$ cat config.mk
export PLATFORM = sky130hd
export DESIGN_NAME = dice_result_bcd_flat
export DESIGN_NICKNAME = d
export VERILOG_FILES = /design/src/rtl/dice_result_bcd_if.sv /design/src/rtl/dice_result_bcd.sv /design/src/flat_wrapper.sv
export SDC_FILE = /design/constraint.sdc
export NUM_CORES = 1
export LEC_CHECK = 0
export CORE_UTILIZATION = 31
export CTS_BUF_LIST = sky130_fd_sc_hd__clkbuf_4 sky130_fd_sc_hd__clkbuf_8
export CTS_CLUSTER_DIAMETER = 50
export DETAILED_ROUTE_END_ITERATION = 10
export GPL_TIMING_DRIVEN = 0
export SYNTH_ARGS = -nofsm -noshare
export SYNTH_HDL_FRONTEND = slang
export SYNTH_SLANG_ARGS = --single-unit
$ cat constraint.sdc
create_clock -name clock -period 6.01 [get_ports clock]
set_input_delay 0.601 -clock clock [delete_from_list [all_inputs] [get_ports clock]]
set_output_delay 0.601 -clock clock [all_outputs]
set_load 0.1 [all_outputs]
$ cat src/rtl/dice_result_bcd_if.sv
// Result-path bundle between the dice roller source and the BCD result stage.
// The master side drives the roll inputs and receives the display results.
interface dice_result_bcd_if #(
    parameter int TOTAL_W = 16
);
    logic               roll;
    logic [1:0]         die_select;
    logic [7:0]         rolled_number;
    logic [3:0]         bcd_hundreds;
    logic [3:0]         bcd_tens;
    logic [3:0]         bcd_ones;
    logic               result_valid;
    logic               range_error;
    logic               busy;
    logic               overrun;
    logic [7:0]         roll_count;
    logic [TOTAL_W-1:0] roll_total;

    modport master (
        output roll, die_select, rolled_number,
        input  bcd_hundreds, bcd_tens, bcd_ones, result_valid, range_error,
               busy, overrun, roll_count, roll_total
    );

    modport slave (
        input  roll, die_select, rolled_number,
        output bcd_hundreds, bcd_tens, bcd_ones, result_valid, range_error,
               busy, overrun, roll_count, roll_total
    );
endinterface

$ cat src/rtl/dice_result_bcd.sv
// Captures a die result on the falling edge of roll, range-checks it, converts it to
// 3-digit BCD with a sequential double-dabble, and keeps saturating roll statistics.
module dice_result_bcd #(
    parameter int TOTAL_W   = 16,
    parameter bit SYNC_ROLL = 1'b0
) (
    input logic               clock,
    input logic               reset,
    dice_result_bcd_if.slave  bus
);
    typedef enum logic [1:0] {IDLE, CONVERT, DONE} state_t;

    state_t             state, state_nxt;
    logic               roll_s, roll_q, fall;
    logic [7:0]         val_q, shift_q;
    logic [11:0]        scratch_q, adj;
    logic [2:0]         iter_q;
    logic               err_q;
    logic [3:0]         hun_q, ten_q, one_q;
    logic               valid_q, range_q, overrun_q;
    logic [7:0]         count_q;
    logic [TOTAL_W-1:0] total_q;
    logic [TOTAL_W:0]   sum;

    generate
        if (SYNC_ROLL) begin : g_sync
            logic [1:0] sync_q;
            always_ff @(posedge clock or negedge reset) begin
                if (!reset) sync_q <= '0;
                else        sync_q <= {sync_q[0], bus.roll};
            end
            assign roll_s = sync_q[1];
        end else begin : g_nosync
            assign roll_s = bus.roll;
        end
    endgenerate

    assign fall = roll_q & ~roll_s;

    function automatic logic [3:0] add3(input logic [3:0] d);
        return (d >= 4'd5) ? d + 4'd3 : d;
    endfunction

    function automatic logic range_bad(input logic [1:0] sel, input logic [7:0] v);
        logic [7:0] lim;
        case (sel)
            2'b00:   lim = 8'd4;
            2'b01:   lim = 8'd6;
            2'b10:   lim = 8'd8;
            default: return 1'b1;
        endcase
        return (v == 8'd0) || (v > lim);
    endfunction

    assign adj = {add3(scratch_q[11:8]), add3(scratch_q[7:4]), add3(scratch_q[3:0])};
    assign sum = {1'b0, total_q} + (TOTAL_W+1)'(val_q);

    always_ff @(posedge clock or negedge reset) begin
        if (!reset) state <= IDLE;
        else        state <= state_nxt;
    end

    always_comb begin
        state_nxt = state;
        case (state)
            IDLE:    if (fall) state_nxt = CONVERT;
            CONVERT: if (iter_q == 3'd7) state_nxt = DONE;
            DONE:    state_nxt = IDLE;
            default: state_nxt = IDLE;
        endcase
    end

    always_ff @(posedge clock or negedge reset) begin
        if (!reset) begin
            roll_q    <= 1'b0;
            val_q     <= '0;
            shift_q   <= '0;
            scratch_q <= '0;
            iter_q    <= '0;
            err_q     <= 1'b0;
            hun_q     <= '0;
            ten_q     <= '0;
            one_q     <= '0;
            valid_q   <= 1'b0;
            range_q   <= 1'b0;
            overrun_q <= 1'b0;
            count_q   <= '0;
            total_q   <= '0;
        end else begin
            roll_q  <= roll_s;
            valid_q <= 1'b0;
            // A fall that arrives mid-conversion is dropped; only the flag records it.
            if (fall && state != IDLE) overrun_q <= 1'b1;
            case (state)
                IDLE: if (fall) begin
                    val_q     <= bus.rolled_number;
                    shift_q   <= bus.rolled_number;
                    scratch_q <= '0;
                    iter_q    <= '0;
                    err_q     <= range_bad(bus.die_select, bus.rolled_number);
                end
                CONVERT: begin
                    {scratch_q, shift_q} <= {adj, shift_q} << 1;
                    iter_q               <= iter_q + 3'd1;
                end
                DONE: begin
                    hun_q   <= scratch_q[11:8];
                    ten_q   <= scratch_q[7:4];
                    one_q   <= scratch_q[3:0];
                    range_q <= err_q;
                    valid_q <= 1'b1;
                    if (count_q != 8'hFF) count_q <= count_q + 8'd1;
                    if (!err_q) total_q <= sum[TOTAL_W] ? '1 : sum[TOTAL_W-1:0];
                end
                default: ;
            endcase
        end
    end

    assign bus.bcd_hundreds = hun_q;
    assign bus.bcd_tens     = ten_q;
    assign bus.bcd_ones     = one_q;
    assign bus.result_valid = valid_q;
    assign bus.range_error  = range_q;
    assign bus.busy         = (state != IDLE);
    assign bus.overrun      = overrun_q;
    assign bus.roll_count   = count_q;
    assign bus.roll_total   = total_q;
endmodule

$ cat src/flat_wrapper.sv
// flat-port wrapper written by rule: the top's interface ports become plain ports
module dice_result_bcd_flat 
#(
    parameter int TOTAL_W   = 16,
    parameter bit SYNC_ROLL = 1'b0
)
  (clock, reset, bus_roll, bus_die_select, bus_rolled_number, bus_bcd_hundreds, bus_bcd_tens, bus_bcd_ones, bus_result_valid, bus_range_error, bus_busy, bus_overrun, bus_roll_count, bus_roll_total);
  dice_result_bcd_if #(.TOTAL_W(TOTAL_W)) bus_i ();
  input logic clock;
  input logic reset;
  input wire logic [$bits(bus_i.roll)-1:0] bus_roll;
  input wire logic [$bits(bus_i.die_select)-1:0] bus_die_select;
  input wire logic [$bits(bus_i.rolled_number)-1:0] bus_rolled_number;
  output wire logic [$bits(bus_i.bcd_hundreds)-1:0] bus_bcd_hundreds;
  output wire logic [$bits(bus_i.bcd_tens)-1:0] bus_bcd_tens;
  output wire logic [$bits(bus_i.bcd_ones)-1:0] bus_bcd_ones;
  output wire logic [$bits(bus_i.result_valid)-1:0] bus_result_valid;
  output wire logic [$bits(bus_i.range_error)-1:0] bus_range_error;
  output wire logic [$bits(bus_i.busy)-1:0] bus_busy;
  output wire logic [$bits(bus_i.overrun)-1:0] bus_overrun;
  output wire logic [$bits(bus_i.roll_count)-1:0] bus_roll_count;
  output wire logic [$bits(bus_i.roll_total)-1:0] bus_roll_total;
  assign bus_i.roll = bus_roll;
  assign bus_i.die_select = bus_die_select;
  assign bus_i.rolled_number = bus_rolled_number;
  assign bus_bcd_hundreds = bus_i.bcd_hundreds;
  assign bus_bcd_tens = bus_i.bcd_tens;
  assign bus_bcd_ones = bus_i.bcd_ones;
  assign bus_result_valid = bus_i.result_valid;
  assign bus_range_error = bus_i.range_error;
  assign bus_busy = bus_i.busy;
  assign bus_overrun = bus_i.overrun;
  assign bus_roll_count = bus_i.roll_count;
  assign bus_roll_total = bus_i.roll_total;
  dice_result_bcd #(.TOTAL_W(TOTAL_W), .SYNC_ROLL(SYNC_ROLL)) u_core (.clock(clock), .reset(reset), .bus(bus_i));
endmodule
==> flow_summary.json <==
{
  "status": "completed",
  "skew_ns": 0.007131,
  "synth_enable_flop_cells": 0,
  "drt_pass1_iterations": 4,
  "dieArea_um2": 12110,
  "setup_viol": 0,
  "met1_usage": 0.1872,
  "cts_made_buffers": 9,
  "peakVddDrop_v": 0.0003371,
  "clk_latency_ns": 0.35,
  "drive_above_1_share": 0.1046,
  "core_um2": 11420,
  "most-common-layout-cells": "74 x dfrtp_1, 51 x clkdlybuf4s50_1, 39 x nand2_1",
  "cts_root_buf": "clkbuf_8",
  "clockBufferDepth": 2,
  "grt_max_degree": 44,
  "relSlewSlack": 0.3442,
  "grt_pass1_vias": 2771,
  "total_power_uw": 2509,
  "io_pins": 53,
  "rsz0062_at_grt": "false",
  "clk_pin_slew_ns": 0.08,
  "worst_r2r_path_depth": 7,
  "synth-main-ff-cell": "dfrtp_1",
  "place_congestion": 0.8139,
  "yosys.area_share.adder": 0.07469,
  "hpwl_mm": 5.638,
  "whs_ns": 0.2006,
  "tns_ns": 0,
  "crit_type": "reg2out",
  "wl_per_cell_um": 14.08,
  "post-cts-setup-buffers": 0,
  "min_path_type": "in2async",
  "cp_data_required_time_ns": 5.41,
  "startpoint_type": "flop",
  "drc_errors": 0,
  "vias": 2730,
  "synth.distinct_cells": 48,
  "syn_area_um2": 3618,
  "slew_violations": 0,
  "ys_warn_count": 0,
  "cts_tree": "done",
  "syn_avg_cell_area_um2": 10.58,
  "antenna_cells": 0,
  "netlist_instances": 342,
  "period_needed_ns": 2.701,
  "synth_xor_xnor_area_share": 0.04357,
  "drv_cap": 0,
  "cts_hold_buf": 0,
  "rows": 39,
  "cp-end-kind": "output port",
  "ys_seq_area_frac": 0.5118,
  "power.density_nw_per_um2": 547.2,
  "ys_ff_latch": 74,
  "drtIter0Drc": 125,
  "async_reset_ff_frac": 1.000,
  "antenna_found_initial": 0,
  "grt_use_total": 0.1418,
  "syn2layout_area_growth_pct": 26.69,
  "portBuffers": 52,
  "timing.final.crit_share": 0.4495,
  "cts_resized": 0,
  "wirelength_mm": 7.798,
  "power.leakage_uw": 0.002055,
  "final_common_cell": "dfrtp_1",
  "muxShareOfSynthArea": 0.05982,
  "grt_overflow": 0,
  "hold_viol": 0,
  "synth_top_family_by_area": "compound AO/OA/AOI/OAI gates",
  "syn_nets": 376,
  "h-tree-depth": 3,
  "worst_slew_pin_slew_ns": 0.9807,
  "clock-sinks": 74,
  "synth_compound_area_frac": 0.1452,
  "cp_max_fo": 6,
  "fp.dieH_um": 110.0,
  "utilization": 0.4015,
  "ant_nets": 0,
  "start_util": 0.3169,
  "final_nets": 440,
  "fmax_mhz": 370.2,
  "synth-simple-area-share": 0.1407,
  "via_per_inst": 4.928,
  "grt_pass1_wl_mm": 13.12,
  "grt_util_met2": 0.2210,
  "busiest_layer": "met2",
  "grtUsageMet3": 0.03645,
  "die_x_um": 110.0,
  "worstPathArrival_ns": 2.10
}
==> cell families (layout without fill, tap and decap cells) <==
logic type / count (synthesis) / in the layout
muxes: 19 / 19
DFF: 74 / 74
AOI/OAI and AO/OA: 80 / 80
xor gates and xnor gates: 18 / 18
adders and majority gates: 21 / 21
and+or+nand+nor: 107 / 107
buffers and inverters: 23 / 92
==> through the flow <==
stage,std cells,instance area [µm²],worst slack [ns]
after CTS,554,4584,3.286
after detailed placement,538,4343,3.403
after global routing,554,4584,3.196
after floorplan,342,3618,3.330
after global placement,537,4318,1.706
final,554,4584,3.309
==> layout make-up <==
type                            count  area, µm²
Timing Repair Buffer               53      545.5
Tap cell                          143      178.9
Clock inverter                      5      102.6
Clock buffer                       11      138.9
Multi-Input combinational cell    245       1679
Buffer                             11      42.54
Inverter                           12      45.04
Fill cell                        1151       6834
Sequential cell                    74       1852
==> power breakdown <==
group          leakage [µW]  internal [µW]  switching, µW  total, µW
Sequential         0.000956            657            121        778
Combinational      0.000979            389            869       1260
Clock              0.000120            285            188        473
Total               0.00205           1330           1180       2510
==> Yosys cell counts (all sizes together), types with 7 or more instances <==
master,instances,share of area
a21oi,22,0.031
nand2,39,0.040
nand3,11,0.017
xnor2,9,0.022
inv,12,0.012
mux2,18,0.057
o21ai,17,0.024
ha,20,0.069
a22oi,8,0.017
nand2b,8,0.014
xor2,9,0.022
o22ai,7,0.012
nor2,23,0.024
dfrtp,74,0.51
clkbuf,10,0.010
==> layer usage <==
layer / part of all wire / up-vias
li1: - / 1339
met1: 0.48 / 1318
met2: 0.46 / 61
met3: 0.045 / 12
met4: 0.016 / 0
met5: 0 / -
==> registers in the layout, summed over array words and instances (netlist names) <==
signal / cells
u_core.bus.bcd_hundreds: 4
u_core.shift_q: 8
u_core.roll_q: 1
u_core.bus.bcd_tens: 4
u_core.iter_q: 3
u_core.bus.overrun: 1
u_core.bus.bcd_ones: 4
u_core.bus.roll_count: 8
u_core.bus.range_error: 1
u_core.state: 2
u_core.val_q: 8
u_core.scratch_q: 12
u_core.bus.result_valid: 1
u_core.bus.roll_total: 16
u_core.err_q: 1
==> path summary, 6_finish.rpt <==
kind	startpoint	endpoint	slack (ns)
setup reg to reg	u_core.bus.roll_total[0]	u_core.bus.roll_total[4]	3.70
hold reg to reg	u_core.shift_q[3]	u_core.shift_q[3]	0.47
min in group clock	u_core.shift_q[3]	u_core.shift_q[3]	0.47
setup / recovery	u_core.state[0]	bus_busy	3.31
max in group asynchronous	reset	u_core.bus.roll_total[4]	5.25
hold / removal	reset	u_core.bus.bcd_hundreds[1]	0.20
==> critical path: stages, from the launching register on <==
cell and delay [ns]:
dfrtp_1 0.43, nor2_1 0.09, inv_1 0.08, clkdlybuf4s50_1 1.14
Note: power is estimated with default switching activity, not from simulation.
